$ cat src/rtl/inst_fetch_ctrl.sv
// Instruction fetch sequencer: owns the PC, issues one fetch at a time and holds
// the result for the decoder. Optional macro IF_STALL_CNT_EN adds a stall counter.
module inst_fetch_ctrl #(
  parameter logic [31:0] RESET_PC = 32'h0
) (
  input  logic        clk_in,
  input  logic        rst_in,
  input  logic        rdy_in,
  input  logic        wrong_predicted,
  input  logic [31:0] correct_pc,
  input  logic        issue_signal,
  input  logic        jalr_stall,
  input  logic [31:0] next_pc,
  output logic        start_decode,
  output logic [31:0] inst,
  output logic [31:0] inst_addr,
  output logic        fetch_req,
  output logic [31:0] fetch_addr,
  input  logic        fetch_valid,
`ifdef IF_STALL_CNT_EN
  input  logic [31:0] fetch_inst,
  output logic [31:0] stall_cycles
`else
  input  logic [31:0] fetch_inst
`endif
);

  localparam logic [1:0] IDLE  = 2'd0;
  localparam logic [1:0] REQ   = 2'd1;
  localparam logic [1:0] HOLD  = 2'd2;
  localparam logic [1:0] DRAIN = 2'd3;

  logic [1:0]  state_q, state_d;
  logic [31:0] pc_q, pc_d;
  logic        start_decode_d, fetch_req_d;
  logic [31:0] inst_d, inst_addr_d, fetch_addr_d;

  always_comb begin
    state_d        = state_q;
    pc_d           = pc_q;
    start_decode_d = start_decode;
    inst_d         = inst;
    inst_addr_d    = inst_addr;
    fetch_req_d    = fetch_req;
    fetch_addr_d   = fetch_addr;
    unique case (state_q)
      IDLE: begin
        state_d      = REQ;
        fetch_req_d  = 1'b1;
        fetch_addr_d = wrong_predicted ? correct_pc : pc_q;
        if (wrong_predicted) pc_d = correct_pc;
      end
      REQ: begin
        if (wrong_predicted) begin
          pc_d = correct_pc;
          if (fetch_valid) begin
            // Response belongs to the wrong path: drop it and re-request at once.
            fetch_req_d  = 1'b1;
            fetch_addr_d = correct_pc;
          end else begin
            fetch_req_d = 1'b0;
            state_d     = DRAIN;
          end
        end else if (fetch_valid) begin
          inst_d         = fetch_inst;
          inst_addr_d    = fetch_addr;
          start_decode_d = 1'b1;
          fetch_req_d    = 1'b0;
          state_d        = HOLD;
        end
      end
      HOLD: begin
        if (wrong_predicted) begin
          start_decode_d = 1'b0;
          pc_d           = correct_pc;
          fetch_req_d    = 1'b1;
          fetch_addr_d   = correct_pc;
          state_d        = REQ;
        end else if (issue_signal && !jalr_stall) begin
          start_decode_d = 1'b0;
          pc_d           = next_pc;
          fetch_req_d    = 1'b1;
          fetch_addr_d   = next_pc;
          state_d        = REQ;
        end
      end
      DRAIN: begin
        if (wrong_predicted) pc_d = correct_pc;
        if (fetch_valid) begin
          fetch_req_d  = 1'b1;
          fetch_addr_d = wrong_predicted ? correct_pc : pc_q;
          state_d      = REQ;
        end
      end
      default: state_d = IDLE;
    endcase
  end

  always_ff @(posedge clk_in) begin
    if (rst_in) begin
      state_q      <= IDLE;
      pc_q         <= RESET_PC;
      start_decode <= 1'b0;
      inst         <= 32'h0;
      inst_addr    <= 32'h0;
      fetch_req    <= 1'b0;
      fetch_addr   <= 32'h0;
    end else if (rdy_in) begin
      state_q      <= state_d;
      pc_q         <= pc_d;
      start_decode <= start_decode_d;
      inst         <= inst_d;
      inst_addr    <= inst_addr_d;
      fetch_req    <= fetch_req_d;
      fetch_addr   <= fetch_addr_d;
    end
  end

`ifdef IF_STALL_CNT_EN
  always_ff @(posedge clk_in) begin
    if (rst_in) begin
      stall_cycles <= 32'h0;
    end else if (rdy_in && start_decode && !issue_signal && (stall_cycles != 32'hFFFF_FFFF)) begin
      stall_cycles <= stall_cycles + 32'd1;
    end
  end
`endif

endmodule

$ cat config.mk
export PLATFORM = sky130hd
export DESIGN_NAME = inst_fetch_ctrl
export DESIGN_NICKNAME = d
export VERILOG_FILES = /design/src/rtl/inst_fetch_ctrl.sv
export SDC_FILE = /design/constraint.sdc
export NUM_CORES = 1
export LEC_CHECK = 0
export ABC_CLOCK_PERIOD_IN_PS = 3450
export BUFFER_PORTS_ARGS = -buffer_cell sky130_fd_sc_hd__buf_4
export CORE_UTILIZATION = 40
export DETAILED_ROUTE_END_ITERATION = 7
export GPL_TIMING_DRIVEN = 0
export PLACE_DENSITY = 0.68
export SLEW_MARGIN = 15
export SYNTH_ARGS = -nofsm -noshare
export SYNTH_HDL_FRONTEND = slang
export SYNTH_SLANG_ARGS = --single-unit
$ cat constraint.sdc
create_clock -name clk_in -period 3.45 [get_ports clk_in]
set_input_delay 0.8625 -clock clk_in [delete_from_list [all_inputs] [get_ports clk_in]]
set_output_delay 0.8625 -clock clk_in [all_outputs]
set_load 0.005 [all_outputs]
==> results of run 1 <==
-- layout by cell type, fill, tap and decap left out, drive strengths merged --
| cell type | instances |
|---|---|
| a211o | 1 |
| clkinvlp | 4 |
| nand2 | 259 |
| a311o | 33 |
| inv | 5 |
| a311oi | 1 |
| clkbuf | 65 |
| buf | 229 |
| mux2 | 32 |
| a221oi | 32 |
| o2111ai | 1 |
| o21ai | 34 |
| mux2i | 34 |
| dfxtp | 132 |
| ha | 5 |
| nor2b | 2 |
| nand2b | 35 |
| o21a | 1 |
| clkinv | 5 |
| nand3 | 1 |
| and3 | 1 |
| bufinv | 1 |
| o31ai | 1 |
| a21oi | 133 |
| o21bai | 1 |
-- critical path: cells and delay by family, from the launching register on --
| family | cells | cell delay [ns] |
|---|---|---|
| flops | 1 | 0.36 |
| buf+inv | 3 | 0.75 |
| compound gates | 1 | 0.07 |
| fa+ha+maj | 1 | 0.16 |
| simple gates | 3 | 0.86 |
-- state kept, by name, indices dropped and copies added (netlist names) --
name and flops:
fetch_addr 32, fetch_req 1, inst 32, inst_addr 32, pc_q 32, start_decode 1
state_q 2
-- routing by layer --
layer	track usage	vias up	wire, um
li1	-	3291	-
met1	0.321	3117	9430
met2	0.399	216	9950
met3	0.0487	19	1240
met4	0.0800	0	282
met5	0	-	0
-- power by group through the flow --
stage | clock, mW | sequential (mW) | combinational (mW)
after floorplan | 0 | 1.67 | 0.388
after global placement | 0 | 1.68 | 0.689
after detailed placement | 0 | 1.68 | 0.694
after CTS | 1.78 | 1.65 | 0.697
after global routing | 1.86 | 1.65 | 0.762
final | 1.76 | 1.65 | 0.702
-- cells in the mapped netlist (all sizes together) --
cell type  count
a211o          1
a21oi        133
a221oi        32
a311o         33
a311oi         1
and3           1
buf           31
clkbuf        44
dfxtp        132
ha             5
inv            4
mux2          32
mux2i         34
nand2        259
nand2b        35
nand3          1
nor2b          2
o2111ai        1
o21a           1
o21ai         34
o21bai         1
o31ai          1
-- how the worst max path moves through the flow --
stage,startpoint,to,slack (ns),cells after the start
floorplan,wrong_predicted,fetch_addr[10],1.41,6
global placement,wrong_predicted,inst[11],1.01,6
detailed placement,jalr_stall,pc_q[19],0.99,7
CTS,state_q[1],inst_addr[4],1.10,8
global route,state_q[0],fetch_addr[22],0.93,7
finish,state_q[1],inst_addr[16],1.11,8
-- final cells by class --
| type | instances | area share |
|---|---|---|
| Sequential cell | 132 | 0.299 |
| Multi-Input combinational cell | 607 | 0.397 |
| Buffer | 75 | 0.0384 |
| Timing Repair Buffer | 198 | 0.168 |
| Clock buffer | 21 | 0.0543 |
| Tap cell | 216 | 0.0306 |
| Inverter | 4 | 0.00170 |
| Clock inverter | 11 | 0.0115 |
-- logic make-up after synthesis --
group	count (synthesis)	share of synthesized area
muxes	66	0.108
and+or+nand+nor	298	0.188
AOI/OAI and AO/OA	238	0.234
DFF	132	0.406
buffers and inverters	79	0.0545
adders and majority gates	5	0.00962
==> run_results.csv, run 1 <==
group,metric,value,unit
clocking,cts.clk_slew.worst_paths,0.06,ns
routing,drtIter0Drc,417,
yosys,yosysTopAreaCellShare,0.406,
yosys,synthTopCellsByArea,"dfxtp_1 41%, nand2_1 15%, a21oi_1 10%, mux2_2 5.5%, mux2i_1 5.2%",
yosys,yosys_warnings,0,
floorplanning,die_y,130,um
timing,setup_tns,0,ns
routing,vias_per_cell,5.26,
setup_path,path_cells,"inv_1 > ha_1 > buf_2 > nor2b_1 > nand3_1 > clkbuf_1 > nand2_1 > a21oi_1",
pwr,fin_total_pwr,4.10,mW
clocking,post_cts_buffers,0,
global_routing,antenna_found_initial,0,
global_routing,grt_usage,0.244,
setup_path,r2r-end,"inst_addr[16]",
routing,avgRoutedWirePerCell,16.5,um
global_routing,grt-ovfl-total,0,
setup_path,endpoint_kind,"flip-flop",
hold_path,hold_depth,2,
yosys,avgSynthCellArea,7.95,sq um
placed_design,hpwl,14.6,mm
finish,multi_input_area,3510,sq um
routing,dr_total_vias,6643,
floorplanning,pin_count,201,
hold_path,hold_class,"flip-flop to flip-flop",
placed_design,portBuffers,198,
timing,setup_slack,1.11,ns
floorplanning,num_rows,46,
setup_path,path_class,"flip-flop to flip-flop",
yosys,syn_inst,818,
global_routing,grt_pass1_wl,31.0,mm
pwr,p_leak,3.41,nW
finish,final-seq-area,2640,sq um
flow_run,drv_cap,0,
pwr,p_int,2.98,mW
routing,first_pass_iters,5,
pwr,comb_power_share,0.171,
finish,n_fill_cell,1577,
finish,fin_util,0.557,
clocking,cts_sinks,132,
timing,slew_viol_final,0,
timing,finalSetupViolCount,0,
routing,postRouteAntennaNets,0,
setup_path,arrival,2.62,ns
timing,fin_crit,2.34,ns
pwr,switchingPower,1.12,mW
floorplanning,start_util,0.409,
timing,clock_skew,0.00737,ns
finish,final_layout_size_suffix_gt1_frac,0.282,
timing,hold_ws,0.452,ns
yosys,synth-seq-cells,132,
clocking,ctsLongestPathBuffers,2,
placed_design,gp_congestion,0.812,
yosys,yosysSeqAreaShare,0.406,
pwr,power.density,464,nW/um^2
setup_path,slowest_stage,"nand3_1",
pwr,irDropWorstVdd,363,uV
finish,syn2layout_area_growth,36.0,%
finish,fin_cells,1264,
timing,fmax,0.428,GHz
finish,final_nets,1143,
placed_design,placed_cells,1232,
placed_design,placed_area,8260,sq um
timing,worstMarginPinSlew,0.677,ns
pwr,p_sw_frac,0.273,
setup_path,r2r_setup_slack,1.11,ns
placed_design,pre_cts_ws,0.995,ns
clocking,ctsResizeCount,0,
timing,period_share,0.678,
floorplanning,die_x,130,um
global_routing,grt_pass1_vias,5877,
timing,slew_headroom,0.548,
clocking,cts_buffers,17,
floorplanning,die_area,16800,sq um
setup_path,rr_worst_depth,8,
clocking,cts_root_buf,"clkbuf_16",
clocking,hold_buffers,0,
finish,fin_area,8840,sq um
run_status,outcome,"finished, final reports clean",
timing,rsz0062_at_grt,"false",
yosys,synth_area_leader_cell,"dfxtp_1",
yosys,syn-cell-area,6500,sq um
timing,hold_viol_final,0,
global_routing,grt_max_degree,17,
routing,drc,0,
setup_path,cp_max_fo,10,
setup_path,r2r_start,"state_q[1]",
clocking,cts_tree,"done",
finish,antenna_cells,0,
hold_path,min-delay-start,"inst_addr[27]",
clocking,htreeDepth,4,
routing,totalWireLength,20.9,mm
pwr,pwr-share-clk,0.428,
setup_path,startpoint_type,"flip-flop",
hold_path,min_to,"inst_addr[27]",
pwr,power_frac_seq,0.401,
setup_path,worst_path_largest_cell_delay,0.52,ns
yosys,synth_nets,926,
floorplanning,core_area,15900,sq um
setup_path,worstPathRequired,3.73,ns
yosys,yosysUniqueCellTypes,27,
clocking,clkLatencyLatePin,0.43,ns
(Power assumes the default switching activity.)
==> run 2: changes to the inputs <==
--- a/config.mk
+++ b/config.mk
@@ -5,12 +5,12 @@
 export SDC_FILE = /design/constraint.sdc
 export NUM_CORES = 1
 export LEC_CHECK = 0
-export ABC_CLOCK_PERIOD_IN_PS = 3450
+export ABC_CLOCK_PERIOD_IN_PS = 2100
 export BUFFER_PORTS_ARGS = -buffer_cell sky130_fd_sc_hd__buf_4
 export CORE_UTILIZATION = 40
 export DETAILED_ROUTE_END_ITERATION = 7
 export GPL_TIMING_DRIVEN = 0
-export PLACE_DENSITY = 0.68
+export PLACE_DENSITY = 0.7
 export SLEW_MARGIN = 15
 export SYNTH_ARGS = -nofsm -noshare
 export SYNTH_HDL_FRONTEND = slang
==> constraint.sdc (replaced) <==
create_clock -name clk_in -period 2.1 [get_ports clk_in]
set_input_delay 0.525 -clock clk_in [delete_from_list [all_inputs] [get_ports clk_in]]
set_output_delay 0.525 -clock clk_in [all_outputs]
set_load 0.005 [all_outputs]
==> run 2 against run 1 <==
- clock power up 64%
- combinational power is 68% higher
- cell area is 1.0% higher
- sequential share of layout area shrank 0.29 points
- die area is the same
- core utilization is 0.57 points higher
- wire length decreased by 0.33%
- worst hold slack worse by 0.10 ns
- sequential cell count unchanged
- count of clock-buffer cells in the layout down 1
- via count increased by 1.2%
- sequential power up 64%
- highest routed layer unchanged
==> run_results.csv, run 2 (synthesis results as in run 1) <==
group,metric,value,unit
run_status,outcome,"finished, final reports clean",
setup_path,worstPathRequired,2.44,ns
placed_design,hpwl,14.6,mm
finish,fin_util,0.562,
timing,period_share,0.935,
placed_design,gp_congestion,0.839,
clocking,cts_tree,"done",
clocking,cts_sinks,132,
routing,dr_wl_met3,1.32,mm
routing,highest_layer,"met4",
clocking,ctsLongestPathBuffers,2,
timing,rsz0062_at_grt,"false",
finish,final_layout_size_suffix_gt1_frac,0.297,
routing,wl_met1,9.54,mm
setup_path,startpoint_type,"flip-flop",
finish,antenna_cells,0,
routing,dr_total_vias,6720,
routing,drtIter0Drc,399,
routing,drc,0,
setup_path,r2r_start,"state_q[0]",
finish,fin_cells,1263,
routing,avgRoutedWirePerCell,16.5,um
finish,syn2layout_area_growth,37.3,%
placed_design,portBuffers,198,
timing,fin_crit,1.96,ns
setup_path,r2r-end,"fetch_addr[29]",
finish,n_fill_cell,1515,
floorplanning,die_area,16800,sq um
setup_path,path_delay_family,"compound AO/OA/AOI/OAI gates",
clocking,cts.clk_slew.worst_paths,0.06,ns
hold_path,min_to,"inst[22]",
pwr,power.density,758,nW/um^2
global_routing,grt_usage,0.245,
pwr,irDropWorstVdd,581,uV
clocking,cts_root_buf,"clkbuf_16",
timing,hold_viol_final,0,
timing,worstMarginPinSlew,0.736,ns
timing,clock_skew,0.00787,ns
floorplanning,start_util,0.409,
routing,vias_per_cell,5.32,
setup_path,slowest_stage,"ha_1",
setup_path,worst_path_largest_cell_delay,0.50,ns
global_routing,grt-ovfl-total,0,
global_routing,grt_max_degree,17,
pwr,p_leak,3.46,nW
floorplanning,core_area,15900,sq um
routing,first_pass_iters,5,
timing,finalSetupViolCount,0,
floorplanning,num_rows,46,
hold_path,min-delay-start,"fetch_inst[22]",
setup_path,endpoint_kind,"flip-flop",
timing,hold_ws,0.353,ns
timing,slew_viol_final,0,
floorplanning,pin_count,201,
setup_path,path_cells,"inv_1 > ha_1 > clkbuf_2 > a221oi_1 > a311o_1 > a21oi_1",
placed_design,placed_cells,1232,
clocking,cts_buffers,17,
setup_path,path_buf_inv,2,
setup_path,cp_max_fo,10,
global_routing,antenna_found_initial,0,
global_routing,grt_pass1_vias,6108,
finish,final_nets,1144,
floorplanning,die_y,130,um
finish,final_cell_mix,"259 x nand2_1, 203 x buf_4, 132 x a21oi_1",
hold_path,hold_class,"input pin to flip-flop",
finish,mostFrequentLayoutCell,"nand2_1",
setup_path,path_class,"flip-flop to flip-flop",
timing,fmax,0.509,GHz
finish,fin_area,8930,sq um
setup_path,rr_worst_depth,6,
flow_run,drv_cap,0,
placed_design,placed_area,8260,sq um
setup_path,arrival,2.30,ns
timing,slew_headroom,0.510,
setup_path,r2r_setup_slack,0.14,ns
hold_path,hold_depth,3,
floorplanning,die_x,130,um
routing,totalWireLength,20.8,mm
routing,wl_met2,9.72,mm
routing,postRouteAntennaNets,0,
clocking,clkLatencyLatePin,0.42,ns
global_routing,grt_pass1_wl,31.6,mm
clocking,htreeDepth,4,
[run 2: final cells by class]
type | count | area (sq um) | share of cell area
Tap cell | 216 | 270 | 0.0303
Inverter | 4 | 15.0 | 0.00168
Sequential cell | 132 | 2640 | 0.296
Clock inverter | 10 | 109 | 0.0122
Clock buffer | 20 | 457 | 0.0511
Timing Repair Buffer | 199 | 1490 | 0.167
Buffer | 74 | 390 | 0.0437
Multi-Input combinational cell | 608 | 3550 | 0.398
[run 2: worst max-delay path by stage]
stage	from	endpoint	slack (ns)	cells after the start
after floorplan	state_q[0]	fetch_addr[10]	0.30	7
after detailed placement	state_q[1]	inst_addr[19]	-0.26	8
after CTS	state_q[1]	fetch_addr[10]	0.0004	8
after global placement	state_q[1]	inst_addr[16]	-0.25	8
final	state_q[0]	fetch_addr[29]	0.14	6
after global routing	state_q[1]	inst[23]	0.01	8
[run 2: through the flow]
step	TNS, ns	power (mW)	worst slack, ns
floorplan	0	3.38	0.304
global placement	-16.95	3.88	-0.253
detailed placement	-17.27	3.89	-0.263
CTS	0	6.78	0.000358
global route	0	7.05	0.0111
finish	0	6.77	0.137
[run 2: tightest hold or removal path, delay by kind of cell]
kind | cells | cell delay [ns]
AND/OR/NAND/NOR | 1 | 0.04
AO/OA/AOI/OAI | 1 | 0.05
buffers and inverters | 1 | 0.11
[run 2: routing by layer]
layer  track usage  vias up
met5             0        -
met4         0.106        0
met3        0.0479       24
met2         0.379      250
met1         0.331     3149
li1              -     3297
[run 2: power breakdown]
| group | leakage (nW) | internal (mW) | total (mW) | switching, mW |
|---|---|---|---|---|
| Clock | 0.277 | 1.79 | 2.88 | 1.10 |
| Sequential | 1.07 | 2.62 | 2.70 | 0.0855 |
| Combinational | 2.11 | 0.557 | 1.18 | 0.628 |
[run 2: timing repair]
| item | CTS | global route |
|---|---|---|
| buffers inserted | 0 | 1 |
| gates cloned | 0 | 1 |
| hold buffers | 0 | 0 |
| resized for setup | 8 | 37 |
| pin swaps | 1 | 1 |
| endpoints found under the setup margin | 88 | 106 |
==> run 3: changes to the inputs <==
--- a/config.mk
+++ b/config.mk
@@ -11,6 +11,7 @@
 export DETAILED_ROUTE_END_ITERATION = 7
 export GPL_TIMING_DRIVEN = 0
 export PLACE_DENSITY = 0.7
+export SKIP_LAST_GASP = 1
 export SLEW_MARGIN = 15
 export SYNTH_ARGS = -nofsm -noshare
 export SYNTH_HDL_FRONTEND = slang
==> constraint.sdc (replaced) <==
create_clock -name clk_in -period 2.1 [get_ports clk_in]
set_input_delay 0.21 -clock clk_in [delete_from_list [all_inputs] [get_ports clk_in]]
set_output_delay 0.21 -clock clk_in [all_outputs]
set_load 0.005 [all_outputs]
==> run 3 against run 2 <==
- worst hold slack lost 0.31 ns
- critical path depth unchanged
- highest routed layer unchanged
- wire length about the same
==> run_results.csv, run 3 (synthesis results as in run 1) <==
group,metric,value,unit
finish,syn2layout_area_growth,37.3,%
setup_path,path_class,"flip-flop to flip-flop",
clocking,cts_buffers,17,
floorplanning,die_x,130,um
setup_path,r2r-end,"fetch_addr[29]",
clocking,cts_root_buf,"clkbuf_16",
placed_design,portBuffers,198,
routing,avgRoutedWirePerCell,16.5,um
setup_path,path_buf_inv,2,
setup_path,r2r_start,"state_q[0]",
clocking,hold_buffers,0,
timing,slew_headroom,0.510,
setup_path,rr_worst_depth,6,
clocking,cts_tree,"done",
global_routing,grt_pass1_vias,6108,
clocking,ctsLongestPathBuffers,2,
floorplanning,die_area,16800,sq um
setup_path,slowest_stage,"ha_1",
timing,worstMarginPinSlew,0.734,ns
timing,fin_crit,1.96,ns
setup_path,cp_max_fo,10,
routing,drc,0,
setup_path,r2r_setup_slack,0.14,ns
timing,clock_skew,0.00951,ns
finish,antenna_cells,0,
pwr,irDropWorstVdd,582,uV
timing,hold_viol_final,0,
pwr,p_leak,3.46,nW
hold_path,hold_class,"input pin to flip-flop",
global_routing,grt-ovfl-total,0,
routing,first_pass_iters,5,
finish,final_nets,1144,
finish,n_fill_cell,1516,
clocking,clkLatencyLatePin,0.42,ns
hold_path,min_to,"inst[22]",
finish,mostFrequentLayoutCell,"nand2_1",
floorplanning,num_rows,46,
global_routing,grt_max_degree,17,
setup_path,arrival,2.30,ns
routing,vias_per_cell,5.33,
timing,slew_viol_final,0,
flow_run,drv_cap,0,
finish,final_layout_size_suffix_gt1_frac,0.296,
timing,finalSetupViolCount,0,
floorplanning,start_util,0.409,
finish,final_cell_mix,"259 x nand2_1, 203 x buf_4, 133 x a21oi_1",
setup_path,worst_path_largest_cell_delay,0.50,ns
setup_path,path_cells,"inv_1 > ha_1 > clkbuf_2 > a221oi_1 > a311o_1 > a21oi_1",
routing,dr_total_vias,6726,
routing,totalWireLength,20.9,mm
floorplanning,core_area,15900,sq um
timing,fmax,0.510,GHz
hold_path,min-delay-start,"fetch_inst[22]",
timing,hold_ws,0.0380,ns
pwr,power.density,759,nW/um^2
setup_path,worstPathRequired,2.44,ns
setup_path,endpoint_kind,"flip-flop",
clocking,cts_sinks,132,
hold_path,hold_depth,3,
timing,setup_slack,0.138,ns
floorplanning,pin_count,201,
global_routing,antenna_found_initial,0,
clocking,cts.clk_slew.worst_paths,0.06,ns
routing,drtIter0Drc,416,
routing,postRouteAntennaNets,0,
timing,period_share,0.934,
setup_path,path_delay_family,"compound AO/OA/AOI/OAI gates",
run_status,outcome,"finished, final reports clean",
pwr,fin_total_pwr,6.77,mW
clocking,htreeDepth,4,
placed_design,gp_congestion,0.839,
setup_path,startpoint_type,"flip-flop",
floorplanning,die_y,130,um
global_routing,grt_pass1_wl,31.6,mm
timing,rsz0062_at_grt,"true",
placed_design,hpwl,14.6,mm
global_routing,grt_usage,0.245,
timing,setup_tns,0,ns
placed_design,pre_cts_ws,-0.263,ns
run 3: layout make-up:
cell class / count / area (sq um) / share of cell area
timing repair buffer: 199 / 1490 / 0.167
sequential: 132 / 2640 / 0.296
multi-input combinational: 608 / 3550 / 0.398
inverter: 4 / 15.0 / 0.00168
tap: 216 / 270 / 0.0303
clock inverter: 10 / 109 / 0.0122
clock buffer: 20 / 457 / 0.0512
buffer: 74 / 388 / 0.0435
run 3: timing repair:
action / CTS / global route
pin swaps: 1 / 1
setup buffers: 0 / 1
gates cloned: 0 / 1
resized for setup: 8 / 35
endpoints found under the setup margin: 88 / 106
run 3: layer usage:
layer / vias up / wire (um) / global-route usage / share of wire
met5: - / 0 / 0 / 0
met4: 0 / 268 / 0.106 / 0.013
met3: 24 / 1350 / 0.0479 / 0.065
met2: 245 / 9740 / 0.379 / 0.47
met1: 3162 / 9490 / 0.331 / 0.46
li1: 3295 / - / - / -
run 3: worst max path at each step:
stage / start / endpoint / slack, ns / cells after the start
6_report: state_q[0] / fetch_addr[29] / 0.14 / 6
3_3_place_gp: state_q[1] / inst_addr[16] / -0.25 / 8
4_1_cts: state_q[1] / fetch_addr[10] / 0.0004 / 8
2_1_floorplan: state_q[0] / fetch_addr[10] / 0.30 / 7
5_1_grt: state_q[0] / fetch_addr[6] / 0.003 / 6
3_5_place_dp: state_q[1] / inst_addr[19] / -0.26 / 8
run 3: metrics by stage:
step                      area [sq um]  instances  utilization
final                             8920       1263        0.562
after global routing              8920       1263        0.562
after CTS                         8840       1261        0.557
after detailed placement          8260       1232        0.520
after global placement            8260       1232        0.520
after floorplan                   6500        818            -
run 3: tightest hold or removal path, delay by kind of cell:
family / cells / cell delay, ns
buffers and inverters: 1 / 0.11
and+or+nand+nor: 1 / 0.04
AOI/OAI and AO/OA: 1 / 0.05
run 3: report_power, final:
group          switching [mW]  internal, mW
Combinational           0.626         0.555
Sequential             0.0854          2.62
Clock                    1.10          1.79
Total                    1.81          4.96
